File: config.mk
export PLATFORM = sky130hd
export DESIGN_NAME = dcache_mem_arbiter
export DESIGN_NICKNAME = d
export VERILOG_FILES = /design/src/rtl/dcache_mem_arbiter.sv
export SDC_FILE = /design/constraint.sdc
export NUM_CORES = 1
export LEC_CHECK = 0
export CELL_PAD_IN_SITES_DETAIL_PLACEMENT = 2
export CELL_PAD_IN_SITES_GLOBAL_PLACEMENT = 2
export CORE_MARGIN = 2
export CORE_UTILIZATION = 25
export CTS_CLUSTER_SIZE = 24
export DETAILED_ROUTE_END_ITERATION = 6
export HOLD_SLACK_MARGIN = 0.05
export PLACE_DENSITY = 0.83
export SLEW_MARGIN = 25
export SYNTH_ARGS = -nofsm -noshare
export SYNTH_HDL_FRONTEND = slang
export SYNTH_SLANG_ARGS = --single-unit
File: constraint.sdc
create_clock -name clk -period 4.6 [get_ports clk]
set_input_delay 1.38 -clock clk [delete_from_list [all_inputs] [get_ports clk]]
set_output_delay 1.38 -clock clk [all_outputs]
set_load 0.02 [all_outputs]
File: src/rtl/dcache_mem_arbiter.sv
// Round-robin arbiter between dcache miss/writeback ports and one
// external memory read/write channel, one transaction at a time.
module dcache_mem_arbiter #(
    parameter int ADDR_BITS     = 8,
    parameter int DATA_BITS     = 8,
    parameter int NUM_CONSUMERS = 8
) (
    input  logic                                    clk,
    input  logic                                    reset,
    input  logic [NUM_CONSUMERS-1:0]                consumer_read_valid,
    input  logic [NUM_CONSUMERS-1:0][ADDR_BITS-1:0] consumer_read_address,
    output logic [NUM_CONSUMERS-1:0]                consumer_read_ready,
    output logic [NUM_CONSUMERS-1:0][DATA_BITS-1:0] consumer_read_data,
    input  logic [NUM_CONSUMERS-1:0]                consumer_write_valid,
    input  logic [NUM_CONSUMERS-1:0][ADDR_BITS-1:0] consumer_write_address,
    input  logic [NUM_CONSUMERS-1:0][DATA_BITS-1:0] consumer_write_data,
    output logic [NUM_CONSUMERS-1:0]                consumer_write_ready,
    output logic                                    mem_read_valid,
    output logic [ADDR_BITS-1:0]                    mem_read_address,
    input  logic                                    mem_read_ready,
    input  logic [DATA_BITS-1:0]                    mem_read_data,
    output logic                                    mem_write_valid,
    output logic [ADDR_BITS-1:0]                    mem_write_address,
    output logic [DATA_BITS-1:0]                    mem_write_data,
    input  logic                                    mem_write_ready
);

    localparam int IDX_BITS = (NUM_CONSUMERS > 1) ? $clog2(NUM_CONSUMERS) : 1;

    localparam logic [1:0] IDLE       = 2'd0;
    localparam logic [1:0] READ_WAIT  = 2'd1;
    localparam logic [1:0] WRITE_WAIT = 2'd2;
    localparam logic [1:0] RELEASE    = 2'd3;

    logic [1:0]                              state_q, state_d;
    logic [IDX_BITS-1:0]                     rr_q, rr_d;
    logic [IDX_BITS-1:0]                     gnt_q, gnt_d;
    logic                                    rel_rd_q, rel_rd_d;
    logic                                    mem_rd_valid_q, mem_rd_valid_d;
    logic                                    mem_wr_valid_q, mem_wr_valid_d;
    logic [ADDR_BITS-1:0]                    rd_addr_q, rd_addr_d;
    logic [ADDR_BITS-1:0]                    wr_addr_q, wr_addr_d;
    logic [DATA_BITS-1:0]                    wr_data_q, wr_data_d;
    logic [NUM_CONSUMERS-1:0]                rd_ready_q, rd_ready_d;
    logic [NUM_CONSUMERS-1:0]                wr_ready_q, wr_ready_d;
    logic [NUM_CONSUMERS-1:0][DATA_BITS-1:0] rd_data_q, rd_data_d;

    logic                                    found;
    logic [IDX_BITS-1:0]                     pick;
    logic [IDX_BITS:0]                       scan_sum;
    logic [IDX_BITS-1:0]                     scan_idx;

    // Find the first requesting consumer at or after the round-robin pointer
    always_comb begin
        found    = 1'b0;
        pick     = '0;
        scan_sum = '0;
        scan_idx = '0;
        for (int i = 0; i < NUM_CONSUMERS; i++) begin
            scan_sum = {1'b0, rr_q} + (IDX_BITS+1)'(i);
            if (scan_sum >= (IDX_BITS+1)'(NUM_CONSUMERS)) begin
                scan_sum = scan_sum - (IDX_BITS+1)'(NUM_CONSUMERS);
            end
            scan_idx = scan_sum[IDX_BITS-1:0];
            if (!found && (consumer_read_valid[scan_idx] ||
                           consumer_write_valid[scan_idx])) begin
                found = 1'b1;
                pick  = scan_idx;
            end
        end
    end

    // Transaction sequencing: grant, wait on memory, hand back, release
    always_comb begin
        state_d        = state_q;
        rr_d           = rr_q;
        gnt_d          = gnt_q;
        rel_rd_d       = rel_rd_q;
        mem_rd_valid_d = mem_rd_valid_q;
        mem_wr_valid_d = mem_wr_valid_q;
        rd_addr_d      = rd_addr_q;
        wr_addr_d      = wr_addr_q;
        wr_data_d      = wr_data_q;
        rd_ready_d     = rd_ready_q;
        wr_ready_d     = wr_ready_q;
        rd_data_d      = rd_data_q;
        unique case (state_q)
            IDLE: begin
                if (found) begin
                    gnt_d = pick;
                    if (consumer_read_valid[pick]) begin
                        rd_addr_d      = consumer_read_address[pick];
                        mem_rd_valid_d = 1'b1;
                        state_d        = READ_WAIT;
                    end else begin
                        wr_addr_d      = consumer_write_address[pick];
                        wr_data_d      = consumer_write_data[pick];
                        mem_wr_valid_d = 1'b1;
                        state_d        = WRITE_WAIT;
                    end
                end
            end
            READ_WAIT: begin
                if (mem_read_ready) begin
                    rd_data_d[gnt_q]  = mem_read_data;
                    rd_ready_d[gnt_q] = 1'b1;
                    mem_rd_valid_d    = 1'b0;
                    rel_rd_d          = 1'b1;
                    state_d           = RELEASE;
                end
            end
            WRITE_WAIT: begin
                if (mem_write_ready) begin
                    wr_ready_d[gnt_q] = 1'b1;
                    mem_wr_valid_d    = 1'b0;
                    rel_rd_d          = 1'b0;
                    state_d           = RELEASE;
                end
            end
            RELEASE: begin
                if (rel_rd_q ? !consumer_read_valid[gnt_q]
                             : !consumer_write_valid[gnt_q]) begin
                    rd_ready_d = '0;
                    wr_ready_d = '0;
                    if (gnt_q == IDX_BITS'(NUM_CONSUMERS-1)) begin
                        rr_d = '0;
                    end else begin
                        rr_d = gnt_q + IDX_BITS'(1);
                    end
                    state_d = IDLE;
                end
            end
            default: begin
                state_d = IDLE;
            end
        endcase
    end

    // State registers, cleared asynchronously so a reset abandons any transfer
    always_ff @(posedge clk or negedge reset) begin
        if (!reset) begin
            state_q        <= IDLE;
            rr_q           <= '0;
            gnt_q          <= '0;
            rel_rd_q       <= 1'b0;
            mem_rd_valid_q <= 1'b0;
            mem_wr_valid_q <= 1'b0;
            rd_addr_q      <= '0;
            wr_addr_q      <= '0;
            wr_data_q      <= '0;
            rd_ready_q     <= '0;
            wr_ready_q     <= '0;
            rd_data_q      <= '0;
        end else begin
            state_q        <= state_d;
            rr_q           <= rr_d;
            gnt_q          <= gnt_d;
            rel_rd_q       <= rel_rd_d;
            mem_rd_valid_q <= mem_rd_valid_d;
            mem_wr_valid_q <= mem_wr_valid_d;
            rd_addr_q      <= rd_addr_d;
            wr_addr_q      <= wr_addr_d;
            wr_data_q      <= wr_data_d;
            rd_ready_q     <= rd_ready_d;
            wr_ready_q     <= wr_ready_d;
            rd_data_q      <= rd_data_d;
        end
    end

    assign mem_read_valid       = mem_rd_valid_q;
    assign mem_read_address     = rd_addr_q;
    assign mem_write_valid      = mem_wr_valid_q;
    assign mem_write_address    = wr_addr_q;
    assign mem_write_data       = wr_data_q;
    assign consumer_read_ready  = rd_ready_q;
    assign consumer_read_data   = rd_data_q;
    assign consumer_write_ready = wr_ready_q;

endmodule

# == Word level (Yosys, flattened, before mapping) ==
# Cells that the tools add are included.
# op_classes
add_sub_neg,16
magnitude_cmp,19
n_eq_ne,10
muxes,96
bitwise,3
reduce_logical,42
# ops
op,count
$bmux 8 s3,3
$bwmux 64,1
$bmux 1 s3,19
$mux 8,7
$mux 3,17
$lt 3x4->1 const B,10
$mux 1,36
$pmux 8 s2,2
$ge 4x4->1 const B,7
$demux 8 s3,1
$sub 3x1->3 const B,8
$add 3x3->4 const B,4
$or 8x8->8,2
$reduce_and 3->1,5
$ne 2x2->1 const B,6
$reduce_and 4->1,3
$mux 2,5
$reduce_bool 2->1,5
$logic_not 1->1,9
$add 3x2->4 const B,2
$logic_and 1x1->1,8
$logic_or 1x1->1,8
$pmux 2 s4,1
$pmux 1 s2,3
other kinds (11),14
# word_totals
reg_bits,115
inputBits,220
out_inout_bits,106
wordCells,205

# == Longest topological paths before layout ==
# Gate-level depths: netlist of the first run.
# logic_depth
depth_word,32
depth_mapped,16
depth_no_buf,12

# == Worst setup path after synthesis of the first run ==
# No wires, ideal clock.
# synth_timing
kind,input -> register
startpoint,in consumer_write_valid[1]
endpoint,"reg wr_addr_q[0], in the netlist mem_write_address[0]"
setup_time_ns,0.128
arrival_ns,4.370
setup_slack_ns,0.102
stages,12
path_cell_list,nor3b_1 > o22ai_1 > mux4_2 > nor4b_4 > nand2_1 > a32oi_1 > buf_2 > mux4_2 > nand2b_1 > buf_2 > buf_6 > mux2_1
# synth_between
elab_chain_cells,29
elab_cells_between_ends,60
classes_between,mux (36); bitwise (1); reduce/logical (23)
# synth_lines
element,line,source
start: declaration,14,"input logic [NUM_CONSUMERS-1:0] consumer_write_valid,"
$bmux 1 s3,66,consumer_write_valid[scan_idx])) begin
$mux 1 (not written as such),66,
$logic_or 1x1->1,65,if (!found && (consumer_read_valid[scan_idx] ||
$mux 1,65,
$logic_not 1->1,65,
$logic_and 1x1->1,65,
$mux 1,65,
$logic_not 1->1,65,
[13 not listed],--,
$mux 1,65,
$logic_not 1->1,65,
$logic_and 1x1->1,65,
$mux 3,65,
$bmux 1 s3,91,if (consumer_read_valid[pick]) begin
$mux 1 (not written as such),91,
$not 1->1 (no line),--,
$reduce_and 3->1 (no line),--,
end signal: assignment,162,wr_addr_q <= wr_addr_d;
end: declaration,42,"logic [ADDR_BITS-1:0] wr_addr_q, wr_addr_d;"
# Several ways; a longest one is shown, not always the timed one. The select of a mux whose other input is x is not followed.
# A chain may end at the register's enable or synchronous reset.

# == Final worst setup path of the first run ==
# layout_timing
startpoint,in consumer_read_valid[3]
endpoint,"reg wr_data_q[0], in the netlist mem_write_data[0]"
# layout_between
elab_chain_cells,29
elab_cells_between_ends,60
classes_between,mux (36); bitwise (1); reduce/logical (23)
# layout_lines
element,line,source
start: declaration,10,"input logic [NUM_CONSUMERS-1:0] consumer_read_valid,"
$bmux 1 s3,65,
$mux 1 (not written as such),65,
$logic_or 1x1->1,65,
$mux 1,65,
$logic_not 1->1,65,
$logic_and 1x1->1,65,
$mux 1,65,
$logic_not 1->1,65,
[13 not listed],--,
$mux 1,65,
$logic_not 1->1,65,
$logic_and 1x1->1,65,
$mux 3,65,
$bmux 1 s3,91,
$mux 1 (not written as such),91,
$not 1->1 (no line),--,
$reduce_and 3->1 (no line),--,
end signal: assignment,163,wr_data_q <= wr_data_d;
end: declaration,43,"logic [DATA_BITS-1:0] wr_data_q, wr_data_d;"
# Several ways; a longest one is shown, not always the timed one. The select of a mux whose other input is x is not followed.

==> impl_summary.txt, run 1 <==
----------------------------------------------------
[Outcome]
  Outcome ... finished clean

[Timing]
  Actual slew at the worst max-slew pin ... ~0.73 ns
  Tightest slew margin relative to the limit ... 51.5%
  Post-route setup slack ... 0.0980 ns
  Setup clock skew after layout ... approximately 0.011 ns
  Minimum period implied by the final worst setup slack ... approximately 4.5 ns
  Final hold slack ... 0.496 ns
  Final period util ... between 90% and 100%
  Final Slew Violations ... 0
  Final Hold Viols ... 0
  Setup TNS ... 0 ns
  Final count of negative-setup-slack endpoints ... 0
  Highest Clock Rate ... around 220 MHz

[Route]
  Met2 wire len ... 19200 um
  Post-route ant nets ... 0
  Total number of vias ... between 7000 and 8000
  Number of search-and-repair iterations in the first detailed-routing pass ... 4
  Final routed wire length divided by cell count ... roughly 25 um
  Drt initial violations ... 306
  Avg Vias per Cell ... 5.07
  Detailed-routed wire length on met3 ... 1430 um
  Total detailed-routing wirelength ... approximately 36000 um
  Met1 wire length ... around 14000 um
  Top routing layer in use ... met4
  Drt drc ... 0

[CTS]
  Root cell of the clock tree ... clkbuf_16
  Clock tree from TritonCTS ... yes
  Number of clock buffers inserted by TritonCTS ... 17
  Clk slew on worst S/H paths ... 0.06 ns
  TritonCTS Sinks ... 115
  Clock latency reported for the late side of the worst-skew pair ... 0.42 ns
  Buffer depth of the longest clock path ... 2
  H-tree level count ... 4

[Critical path]
  Stage delay of the slowest cell on the critical path ... roughly 0.54 ns
  Cell repeated most along the worst path ... buf_4
  Largest fanout on the critical path ... 8
  Type of element capturing the critical path ... flip-flop
  Startpoint type of the worst setup path ... input port
  Required time of the critical path ... around 5 ns
  Category of the critical setup timing path ... input port to flip-flop
  Slowest cell on the critical path ... mux4_2
  Cell breakdown of the critical path ... dlygate4sd2_1 > nor3b_2 > buf_4 > o22ai_1 > mux4_2 > buf_4 > nor2_2 > a32o_2 > o21a_2 > mux2i_1 > mux4_2 > buf_4 > nand2b_4 > buf_12 > mux2_2
  Arrival time reported for the critical path endpoint ... around 4.8 ns

[Global route]
  Leftover overflow at the end of global routing ... 0
  Global-route wire length before repair ... 53000 um
  Antenna violations before repair ... 3
  Maximum number of pins on one net before global-route repair ... 73
  Global Route Usage Sum ... a little under a quarter
  Vias in the first global route ... 8377

[Yosys]
  Synthesis-stage register bit count ... 115
  Sequential area share after synthesis ... 40.0%
  Yosys warns ... 0
  Net count after synthesis ... 850
  Cell area after synthesis ... ~7200 sq um
  Netlist cell types ... 58
  Predominant post-synthesis flop cell ... dfrtp_1
  Post-synthesis instance total ... approximately 620
  Number of enable-type register cells in the synthesized netlist ... 0
  Post-synthesis average cell area ... between 10 and 15 sq um
  Async SR Flop Fraction ... between 90% and 100%

[Floorplanning]
  Die area ... 30100 sq um
  Starting density of the core ... 25.2%
  I/O pin cnt ... between 300 and 400
  Width of the die ... roughly 170 um
  Die Y-Extent ... 174 um
  Floorplan Core Area ... 28500 sq um
  Total number of placement rows ... 62

[Power and ir drop]
  Internal power consumption ... 0.00557 W
  Power density relative to cell area ... 784 nW/um^2
  Maximum vdd drop ... about 280 uV
  Sw Pwr ... between 0.004 and 0.005 W
  Overall power after layout ... ~0.01 W
  Cell leakage power ... ~5.4 nW
  Fraction of power spent switching nets ... a little over two fifths
  Relative contribution of combinational cells to total power ... 67.8%
  Proportion of power drawn by flip-flops and latches ... a little under a fifth
  Relative contribution of the clock network to total power ... between 10 and 15%

[Final layout]
  Finished Cell Area ... ~13000 sq um
  Filler Cells Inserted ... 2924
  Area added between synthesis and finish ... 74.4%
  # nets final ... approximately 1300
  Fraction of final layout cells with drive strength greater than 1 ... 26.1%
  Multi-input gate area ... 4300 sq um
  Flip-flop and latch area ... approximately 2900 sq um

[Place]
  Post-placement worst setup slack ... -0.828 ns
  DP Wirelength ... 26400 um
  RD Place Congestion ... roughly 0.84
  Post-DP Area ... 11500 sq um
  Count of input and output buffers ... about 330

[Min path]
  Kind of path behind the tightest hold check ... flip-flop to flip-flop

[Flow run]
  Number of max-cap violations ... 0

----------------------------------------------------
[synthesized netlist by cell type, types with 5 or more instances]
cell	instances	area [sq um]
a31oi_1	9	56.3
mux2_2	75	845
mux2_1	18	203
nor2_1	39	146
nand2b_1	5	31.3
mux4_2	13	293
a21oi_1	18	90.1
nand2_1	14	52.6
a221oi_1	24	210
mux2i_1	107	1070
dfrtp_1	115	2880
nor3b_1	6	45.0
inv_1	7	26.3
clkbuf_1	16	60.1
nor2b_1	9	56.3
buf_2	13	65.1
nand3_1	5	25.0
nor3_1	17	85.1
a22o_1	28	245
o21ai_0	11	55.1
ha_1	8	100
[metrics by stage]
step / instances / utilization [%]
floorplan: 622 / -
global placement: 1383 / 40.5
detailed placement: 1383 / 40.5
CTS: 1429 / 43.4
global route: 1437 / 44.0
finish: 1437 / 44.0
[final cells by class]
type | instances | area share (%)
Sequential cell | 115 | 23.0
Clock buffer | 17 | 3.39
Timing Repair Buffer | 432 | 33.8
Multi-Input combinational cell | 462 | 34.3
Clock inverter | 15 | 1.36
Tap cell | 384 | 3.83
Inverter | 9 | 0.270
Antenna cell | 3 | 0.0599
[power by group through the flow]
| stage | Combinational, W | Clock, W | Sequential [W] |
|---|---|---|---|
| finish | 0.00667 | 0.00137 | 0.00180 |
| global route | 0.00708 | 0.00144 | 0.00185 |
| CTS | 0.00651 | 0.00141 | 0.00180 |
| detailed placement | 0.00612 | 0 | 0.00179 |
| global placement | 0.00593 | 0 | 0.00174 |
| floorplan | 0.00298 | 0 | 0.00218 |
[sequential cells by signal, indices dropped and copies added, names as in the netlist]
register,cells
gnt_q,3
mem_write_valid,1
mem_read_valid,1
consumer_read_data,64
rel_rd_q,1
mem_write_data,8
rr_q,3
state_q,2
consumer_write_ready,8
mem_read_address,8
consumer_read_ready,8
mem_write_address,8
[kinds of logic after synthesis]
logic type,share of synthesized area [%]
flops,40.0
buf+inv,3.15
fa+ha+maj,1.39
mux,33.7
simple gates,8.95
xor+xnor,0.244
compound gates,12.5
[layout by cell type (no fill, tap or decap), types with 4 or more instances in the layout]
master / n
o22ai_1: 4
a21oi_1: 18
clkdlybuf4s50_1: 308
mux2_1: 17
nor2_2: 9
nand2b_1: 4
dfrtp_1: 115
nor2_1: 30
a221oi_1: 20
nand2_1: 14
inv_1: 7
buf_4: 93
dlygate4sd2_1: 15
a221oi_2: 4
inv_6: 6
nor3b_2: 4
mux2i_2: 4
o211ai_1: 4
nor2b_1: 9
buf_12: 9
mux2_2: 75
mux4_2: 13
o21ai_0: 11
a22o_1: 28
a31oi_1: 8
ha_1: 8
nand3_1: 5
mux2i_1: 104
clkbuf_16: 19
nor3_1: 12
[worst max-delay path, delay by kind of cell]
family,cells,cell delay [ns]
buffers and inverters,5,0.91
AND/OR/NAND/NOR,3,0.50
multiplexers,4,1.48
AO/OA/AOI/OAI,3,0.52
[per-layer routing]
| layer | vias to the layer above | track usage, % |
|---|---|---|
| met1 | 3766 | 25.9 |
| met3 | 58 | 4.21 |
| li1 | 3240 | - |
| met4 | 0 | 9.64 |
| met2 | 215 | 43.5 |
| met5 | - | 0 |
[path summary, 6_finish.rpt]
path	from	end	slack, ns	cells after the start
worst max-delay path	consumer_read_valid[3]	mem_write_data[0]	0.1	15
worst min-delay path	mem_read_address[7]	mem_read_address[7]	0.50	1
worst max register to register	rr_q[0]	mem_write_address[5]	0.33	18
worst min register to register	mem_read_address[7]	mem_read_address[7]	0.50	1
max in group asynchronous	reset	mem_read_address[7]	2.76	2
min in group asynchronous	reset	consumer_read_data[43]	0.99	1
[timing repair]
| item | CTS | global route |
|---|---|---|
| cloned | 2 | 2 |
| hold buffers | 0 | 0 |
| gates resized for setup | 42 | 19 |
| setup endpoints to repair | 25 | 24 |
| buffers inserted | 12 | 4 |
| pin swaps | 13 | 8 |
Power figures use the tool's default switching activity.
==> run 2: changes to the inputs <==
--- a/config.mk
+++ b/config.mk
@@ -7,7 +7,6 @@
 export LEC_CHECK = 0
 export CELL_PAD_IN_SITES_DETAIL_PLACEMENT = 2
 export CELL_PAD_IN_SITES_GLOBAL_PLACEMENT = 2
-export CORE_MARGIN = 2
 export CORE_UTILIZATION = 25
 export CTS_CLUSTER_SIZE = 24
 export DETAILED_ROUTE_END_ITERATION = 6
==> impl_summary.txt, run 2 (synthesized netlist as in run 1, its figures left out) <==
----------------------------------------------------
[Outcome]
  Outcome ... finished clean (unchanged)

[CTS]
  Number of clock buffers inserted by TritonCTS ... 17 (unchanged)
  Clock latency reported for the late side of the worst-skew pair ... 0.42 ns (about the same)
  H-tree level count ... 4 (unchanged)
  TritonCTS Sinks ... 115 (unchanged)
  Buffer depth of the longest clock path ... 2 (unchanged)
  Root cell of the clock tree ... clkbuf_16 (unchanged)
  Clock tree from TritonCTS ... yes (unchanged)
  Clk slew on worst S/H paths ... 0.05 ns (was 0.06 ns)

[Timing]
  Setup clock skew after layout ... 0.0145 ns (was 0.0105 ns)
  Post-route setup slack ... 0.0863 ns (was 0.0980 ns)
  Final Hold Viols ... 0 (unchanged)
  Highest Clock Rate ... 222 MHz (about the same)
  Tightest slew margin relative to the limit ... 36.5% (was 51.5%)
  Minimum period implied by the final worst setup slack ... 4.51 ns (was 4.50 ns)
  Final Slew Violations ... 0 (unchanged)
  Final period util ... 98.1% (was 97.9%)
  Final count of negative-setup-slack endpoints ... 0 (unchanged)
  Actual slew at the worst max-slew pin ... 0.952 ns (was 0.725 ns)

[Final layout]
  Commonest non-fill, non-tap cells in the layout ... 308 x clkdlybuf4s50_1, 115 x dfrtp_1, 103 x mux2i_1 (was 308 x clkdlybuf4s50_1, 115 x dfrtp_1, 104 x mux2i_1)
  Area added between synthesis and finish ... 72.0% (was 74.4%)
  # nets final ... 1253 (was 1265)
  Most common cell after layout, fill and taps aside ... clkdlybuf4s50_1 (unchanged)
  Max reg flops ... 64 (unchanged)
  Fraction of final layout cells with drive strength greater than 1 ... 26.0% (was 26.1%)

[Global route]
  Vias in the first global route ... 8442 (was 8377)
  Global-route wire length before repair ... 51900 um (was 53000 um)
  Antenna violations before repair ... 1 (was 3)
  Leftover overflow at the end of global routing ... 0 (unchanged)
  Global Route Usage Sum ... 23.8% (was 23.3%)
  Maximum number of pins on one net before global-route repair ... 68 (was 73)

[Power and ir drop]
  Maximum vdd drop ... 310 uV (was 283 uV)
  Overall power after layout ... 0.00958 W (was 0.00983 W)
  Power density relative to cell area ... 775 nW/um^2 (was 784 nW/um^2)
  Cell leakage power ... 5.29 nW (was 5.40 nW)

[Min path]
  Kind of path behind the tightest hold check ... flip-flop to flip-flop (unchanged)

[Route]
  Total detailed-routing wirelength ... 34800 um (was 35600 um)
  Post-route ant nets ... 0 (unchanged)
  Drt initial violations ... 324 (was 306)
  Drt drc ... 0 (unchanged)
  Total number of vias ... 7234 (was 7279)
  Number of search-and-repair iterations in the first detailed-routing pass ... 5 (was 4)
  Final routed wire length divided by cell count ... 24.6 um (was 24.8 um)
  Avg Vias per Cell ... 5.11 (was 5.07)

[Floorplanning]
  I/O pin cnt ... 326 (unchanged)
  Total number of placement rows ... 61 (was 62)
  Die area ... 29400 sq um (was 30100 sq um)
  Floorplan Core Area ... 28000 sq um (was 28500 sq um)
  Starting density of the core ... 25.7% (was 25.2%)
  Width of the die ... 172 um (was 174 um)
  Die Y-Extent ... 172 um (was 174 um)

[Critical path]
  Cell breakdown of the critical path ... dlygate4sd2_1 > nor3_2 > o22ai_1 > mux4_2 > nor4b_4 > o221ai_2 > o21a_1 > mux2i_1 > mux4_2 > or2_4 > buf_4 > mux2_1 (was dlygate4sd2_1 > nor3b_2 > buf_4 > o22ai_1 > mux4_2 > buf_4 > nor2_2 > a32o_2 > o21a_2 > mux2i_1 > mux4_2 > buf_4 > nand2b_4 > buf_12 > mux2_2)
  Kind of cell adding the most delay to the critical path ... multiplexers (unchanged)
  Category of the critical setup timing path ... input port to flip-flop (unchanged)
  Required time of the critical path ... 4.89 ns (was 4.90 ns)
  Largest fanout on the critical path ... 4 (was 8)
  Stage delay of the slowest cell on the critical path ... 0.52 ns (was 0.54 ns)
  Startpoint type of the worst setup path ... input port (unchanged)
  Cell repeated most along the worst path ... mux4_2 (was buf_4)
  Type of element capturing the critical path ... flip-flop (unchanged)
  Slowest cell on the critical path ... mux4_2 (unchanged)
  Arrival time reported for the critical path endpoint ... 4.80 ns (about the same)
  Count of buffer and inverter cells on the critical path ... 2 (was 5)

[Place]
  DP Wirelength ... 25800 um (was 26400 um)
  RD Place Congestion ... 0.872 (was 0.840)
  Count of input and output buffers ... 325 (unchanged)
  Post-placement worst setup slack ... -0.739 ns (was -0.828 ns)

[Flow run]
  Number of max-cap violations ... 0 (unchanged)

----------------------------------------------------
run 2: layout make-up:
class / instances / area [sq um]
Antenna cell: 1 / 2.50
Timing Repair Buffer: 420 / 4090
Multi-Input combinational cell: 462 / 4340
Tap cell: 378 / 473
Sequential cell: 115 / 2880
Clock buffer: 17 / 425
Inverter: 9 / 33.8
Fill cell: 2859 / 15600
Clock inverter: 15 / 124
run 2: power breakdown:
part | leakage [nW] | internal [W] | switching [W]
Combinational | 3.58 | 0.00321 | 0.00330
Clock | 0.268 | 0.000704 | 0.000562
Sequential | 1.44 | 0.00146 | 0.000351
Total | 5.29 | 0.00537 | 0.00421
run 2: per-stage QoR:
stage	util [%]	cell area (sq um)	std cells	setup TNS (ns)	hold WS [ns]
after floorplan	-	7190	622	0	0.488
after global placement	41.3	11600	1376	-11.84	0.474
after detailed placement	41.3	11600	1376	-16.26	0.484
after CTS	43.7	12200	1413	0	0.498
after global routing	44.1	12400	1417	-0.948	0.516
final	44.1	12400	1417	0	0.494
run 2: what timing repair did:
action / in CTS / in global routing
resized for setup: 43 / 41
endpoints found under the setup margin: 27 / 26
cloned: 0 / 1
setup buffers: 5 / 2
hold buffers: 0 / 0
pin swaps: 8 / 10
run 2: final timing paths:
kind,end,cells past startpoint,slack [ns],startpoint
setup / recovery,mem_read_address[6],12,0.09,consumer_write_valid[6]
hold / removal,mem_read_address[4],1,0.49,mem_read_address[4]
setup reg to reg,mem_read_address[6],14,0.18,rr_q[1]
hold reg to reg,mem_read_address[4],1,0.49,mem_read_address[4]
max in group asynchronous,consumer_read_data[46],2,2.67,reset
min in group asynchronous,consumer_read_data[20],1,1.10,reset
run 2: layer usage:
layer / vias to the layer above / global-route usage [%] / part of all wire [%]
li1: 3223 / - / -
met1: 3766 / 27.1 / 39
met2: 199 / 45.1 / 55
met3: 46 / 3.61 / 3.7
met4: 0 / 7.22 / 2.2
met5: - / 0 / 0
==> edit 1: new RTL, config.mk and constraints of run 2 <==
`rd_addr_q`, `wr_addr_q`, `wr_data_q` and `rd_data_q` no longer have a reset.
--- a/src/rtl/dcache_mem_arbiter.sv
+++ b/src/rtl/dcache_mem_arbiter.sv
@@ -146,10 +146,6 @@
             mem_rd_valid_q <= 1'b0;
             mem_wr_valid_q <= 1'b0;
-            rd_addr_q      <= '0;
-            wr_addr_q      <= '0;
-            wr_data_q      <= '0;
             rd_ready_q     <= '0;
             wr_ready_q     <= '0;
-            rd_data_q      <= '0;
         end else begin
             state_q        <= state_d;
@@ -159,11 +155,14 @@
             mem_rd_valid_q <= mem_rd_valid_d;
             mem_wr_valid_q <= mem_wr_valid_d;
-            rd_addr_q      <= rd_addr_d;
-            wr_addr_q      <= wr_addr_d;
-            wr_data_q      <= wr_data_d;
             rd_ready_q     <= rd_ready_d;
             wr_ready_q     <= wr_ready_d;
-            rd_data_q      <= rd_data_d;
         end
+    end
+
+    always_ff @(posedge clk) begin
+        rd_addr_q <= rd_addr_d;
+        wr_addr_q <= wr_addr_d;
+        wr_data_q <= wr_data_d;
+        rd_data_q <= rd_data_d;
     end
 
Check against the original RTL: not equivalent (Yosys sat finds a counterexample within 4 cycles, from zero or initial values and one cycle with reset low).
==> edit 1 against run 2 <==
Routed wire length is 10% lower. Power is 9.0% lower. Register-to-register slack better by 0.19 ns. Setup slack hardly changed. Sequential cell count stayed put. Utilization is 0.74 points higher. Sequential share of layout area is 3.9 points higher. Synthesized area is 2.5% lower. Design area is 1.1% lower.
==> edit 1: results (changes against run 2) <==
Setup path
  • Crit path DAT: 4.65 ns (-0.15 ns)
  • R2R Path Start: rr_q[0]$_DFFE_PN0P_
  • Crit path to: mem_read_address[0]$_DFFE_PP_
  • CP max-delay cell: or4_4
  • CP max FO: 8 (+4)

Synthesis
  • Post-synth top cells: mux2i_1 (152), edfxtp_1 (88), nor2_1 (36)
  • EDFF count, synth: 88 (+88)
  • Ranking of synthesized cells by area: edfxtp_1 (38%), mux2i_1 (22%), dfrtp_1 (9.6%)
  • Unique masters post-synth: 68 (+17%)

GRT
  • Largest net degree at the start of global routing: 42 (-38%)
  • Gr usage total: 21.9% (-1.8 points)
  • Initial antenna violation count: 0 (-1)
  • Vias in the first global route: 7443 (-12%)
  • Global-route wire length before repair: 46100 um (-11%)
  • GR Util met2: 41.4% (-3.6 points)

Placement
  • Placed cell count: 1309 (-4.9%)
  • DP Wirelength: 24000 um (-7.2%)
  • DP Worst Slack: -0.785 ns (-0.0461 ns)

Power and ir drop
  • Pleak: 4.64 nW (-12%)
  • Max VDD drop: 469 uV (+52%)
  • Psw: 0.00357 W (-15%)

STA
  • Clock skew: 0.0138 ns (-0.000699 ns)
  • FMAX: 0.222 GHz (about the same)

Drt
  • Routed vias/inst: 4.84 (-5.3%)
  • Met2 WL: 17100 um (-11%)
  • DR vias: 6576 (-9.1%)
  • Initial drt markers: 241 (-26%)
  • Initial DRT Pass Iterations: 4 (-1)
  • Metal3 WL: 1800 um (+41%)

Final layout
  • Fin nets: 1203 (-4.0%)
  • Ant. Diodes: 0 (-1)
  • Fillers: 2765 (-3.3%)

Min path
  • Worst Hold End: consumer_write_ready[6]$_DFFE_PN0P_
  • Hold path start: consumer_write_ready[6]$_DFFE_PN0P_

Status
  • Status: completed
## edit 1: cell count changes after synthesis, moves of 8 or more
| cell | delta |
|---|---|
| mux2_2 | -43 |
| mux2i_1 | +45 |
| buf_4 | +8 |
| a21oi_1 | -10 |
| edfxtp_1 | +88 |
| dfrtp_1 | -88 |
| a22o_1 | -24 |
| o21a_1 | +16 |
| mux2_1 | -18 |
| clkbuf_1 | -11 |
| a221oi_1 | -24 |
## edit 1: final cells by class
| cell class | count | share of cell area (%) |
|---|---|---|
| Tap cell | 372 | 3.81 |
| Sequential cell | 115 | 27.1 |
| Timing Repair Buffer | 423 | 33.6 |
| Clock inverter | 15 | 1.51 |
| Inverter | 13 | 0.399 |
| Clock buffer | 17 | 3.48 |
| Multi-Input combinational cell | 405 | 30.0 |
## edit 1: worst max-delay path, delay by kind of cell
kind	cells	cell delay, ns
AO/OA/AOI/OAI	3	0.94
multiplexers	2	0.80
AND/OR/NAND/NOR	3	0.86
buffers and inverters	4	0.66
## edit 1: power groups by stage
stage | sequential [W] | clock, W | combinational, W
after floorplan | 0.00188 | 0 | 0.00292
after detailed placement | 0.00171 | 0 | 0.00497
final | 0.00169 | 0.00140 | 0.00563
after global routing | 0.00172 | 0.00147 | 0.00599
after CTS | 0.00169 | 0.00144 | 0.00552
after global placement | 0.00169 | 0 | 0.00482
## edit 1: cells by family after synthesis
group	after synthesis	synth area share, %
buffers and inverters	43	3.29
adder cells (fa/ha/maj)	8	1.43
AND/OR/NAND/NOR	122	8.81
flip-flops	115	47.4
AO/OA/AOI/OAI	79	9.09
XOR/XNOR	3	0.375
multiplexers	193	29.6
## edit 1: repair_timing
item                       CTS  global route
buffers inserted            14             2
cloned                       4             0
hold endpoints to repair     0             0
setup endpoints to repair   52            52
pin swaps                   17            18
hold buffers                 0             0
resized for setup           53            49
==> edit 2: new RTL, config.mk and constraints of run 2 <==
Without the edit above. `ADDR_BITS`: 8 -> 6.
--- a/src/rtl/dcache_mem_arbiter.sv
+++ b/src/rtl/dcache_mem_arbiter.sv
@@ -2,5 +2,5 @@
 // external memory read/write channel, one transaction at a time.
 module dcache_mem_arbiter #(
-    parameter int ADDR_BITS     = 8,
+    parameter int ADDR_BITS     = 6,
     parameter int DATA_BITS     = 8,
     parameter int NUM_CONSUMERS = 8
Ports: changed (resized consumer_read_address, consumer_write_address, mem_read_address and mem_write_address); port bits go from 326 to 290. The function was not compared with the original's and may differ.
==> edit 2 against run 2 <==
Utilization fell by 2.9 points. Design area decreased by 9.9%. Setup slack worse by 0.011 ns. Critical path depth unchanged. Sequential cell count down 4. Critical path type unchanged. Power is 9.5% lower. Routed wire length fell by 16%. Largest power group unchanged. Synthesized area down 3.8%.
==> edit 2: results (changes against run 2) <==
Status
  • Status: completed

Clock tree
  • Total CTS buffers: 9 (-8)
  • H-tree Lvls: 3 (-1)
  • Clock transition at path regs: 0.09 ns (+0.04 ns)
  • Clk_lat worst skew: 0.36 ns (-0.06 ns)

Synthesis
  • Seq/Total Area, Yosys: 40.2% (+0.14 points)
  • Post-Syn Instances: 548 (-12%)
  • Synthesized area: 0.00691 mm^2 (-3.8%)

Placement
  • DP Worst Slack: -0.816 ns (-0.0766 ns)
  • GP Congestion: 0.914 (+4.8%)
  • IO Port Bufs: 289 (-11%)
  • Placed Area: 0.0107 mm^2 (-7.6%)

GRT
  • Gr usage total: 21.2% (-2.5 points)
  • Vias in the first global route: 7436 (-12%)
  • Global-route wire length before repair: 45500 um (-12%)

STA
  • Worst rel slew slack: 41.6% (+5.1 points)
  • Clock skew: 0.0122 ns (-0.00227 ns)

Setup path
  • Reg2Reg Capture Point: mem_write_data[5]$_DFFE_PN0P_
  • Crit path DAT: 4.77 ns (-0.03 ns)
  • Flop2flop setup slack: 0.45 ns (+0.27 ns)
  • R2R depth: 13 (-1)

Drt
  • DR vias: 6302 (-13%)
  • Final WL: 29400 um (-16%)

Final layout
  • Fin nets: 1088 (-13%)
  • Fillers: 2829 (-1.0%)
  • Share of layout cells above drive strength 1: 31.9% (+5.9 points)

Min path
  • Worst Hold End: consumer_read_ready[4]$_DFFE_PN0P_
-- edit 2: critical path: stages --
cell	delay, ns
dlygate4sd2_1	0.32
nor3_2	0.25
a21oi_2	0.09
mux4_2	0.56
o21ai_2	0.19
a21oi_2	0.12
or2_4	0.29
a311o_1	0.39
o221a_1	0.28
or3_4	0.41
buf_12	0.17
mux2_4	0.30
-- edit 2: kinds of logic after synthesis --
family / after synthesis / share of synthesized area [%]
AO/OA/AOI/OAI: 95 / 10.2
AND/OR/NAND/NOR: 121 / 8.09
adder cells (fa/ha/maj): 8 / 1.45
flip-flops: 111 / 40.2
multiplexers: 169 / 36.5
buffers and inverters: 40 / 2.97
XOR/XNOR: 4 / 0.615
-- edit 2: metal layers --
metal | GRT usage (%) | wire, um | vias to the layer above
met5 | 0 | 0 | -
met4 | 6.13 | 601 | 0
met3 | 3.41 | 1460 | 27
met2 | 40.7 | 16200 | 221
met1 | 23.9 | 11100 | 3240
li1 | - | - | 2814
-- edit 2: where the power goes --
part,total [W],leakage (nW),switching (W),internal [W]
logic,0.00613,3.04,0.00294,0.00319
clock network,0.000804,0.143,0.000419,0.000385
registers,0.00174,1.41,0.000324,0.00142
-- edit 2: final cells by class --
type | count | area, um^2 | area share (%)
Multi-Input combinational cell | 397 | 4090 | 36.7
Clock buffer | 10 | 229 | 2.06
Antenna cell | 1 | 2.50 | 0.0225
Clock inverter | 6 | 62.6 | 0.561
Sequential cell | 111 | 2780 | 24.9
Timing Repair Buffer | 363 | 3510 | 31.5
Inverter | 10 | 37.5 | 0.337
Tap cell | 341 | 427 | 3.83
-- edit 2: worst max path at each step --
stage | slack, ns | cells after the start | endpoint | startpoint
final | 0.07 | 12 | mem_write_data[5]$_DFFE_PN0P_ | consumer_write_valid[1]
after global routing | 0.003 | 13 | mem_write_data[5]$_DFFE_PN0P_ | consumer_read_valid[5]
after CTS | 0.13 | 12 | mem_write_address[4]$_DFFE_PN0P_ | consumer_write_valid[2]
after detailed placement | -0.82 | 12 | mem_write_address[0]$_DFFE_PN0P_ | consumer_write_valid[2]
after global placement | -0.64 | 12 | mem_write_data[4]$_DFFE_PN0P_ | consumer_write_valid[4]
after floorplan | 0.06 | 13 | mem_write_address[0]$_DFFE_PN0P_ | consumer_write_valid[2]
-- edit 2: metrics by stage --
step / util (%) / hold slack, ns
finish: 41.2 / 0.491
global route: 41.2 / 0.516
CTS: 41.1 / 0.499
detailed placement: 39.5 / 0.479
global placement: 39.5 / 0.475
floorplan: - / 0.466
-- edit 2: what timing repair did --
action	in CTS	in global routing
gates resized for setup	52	7
buffers inserted	5	0
cloned	0	0
endpoints found under the setup margin	24	14
pin swaps	7	0
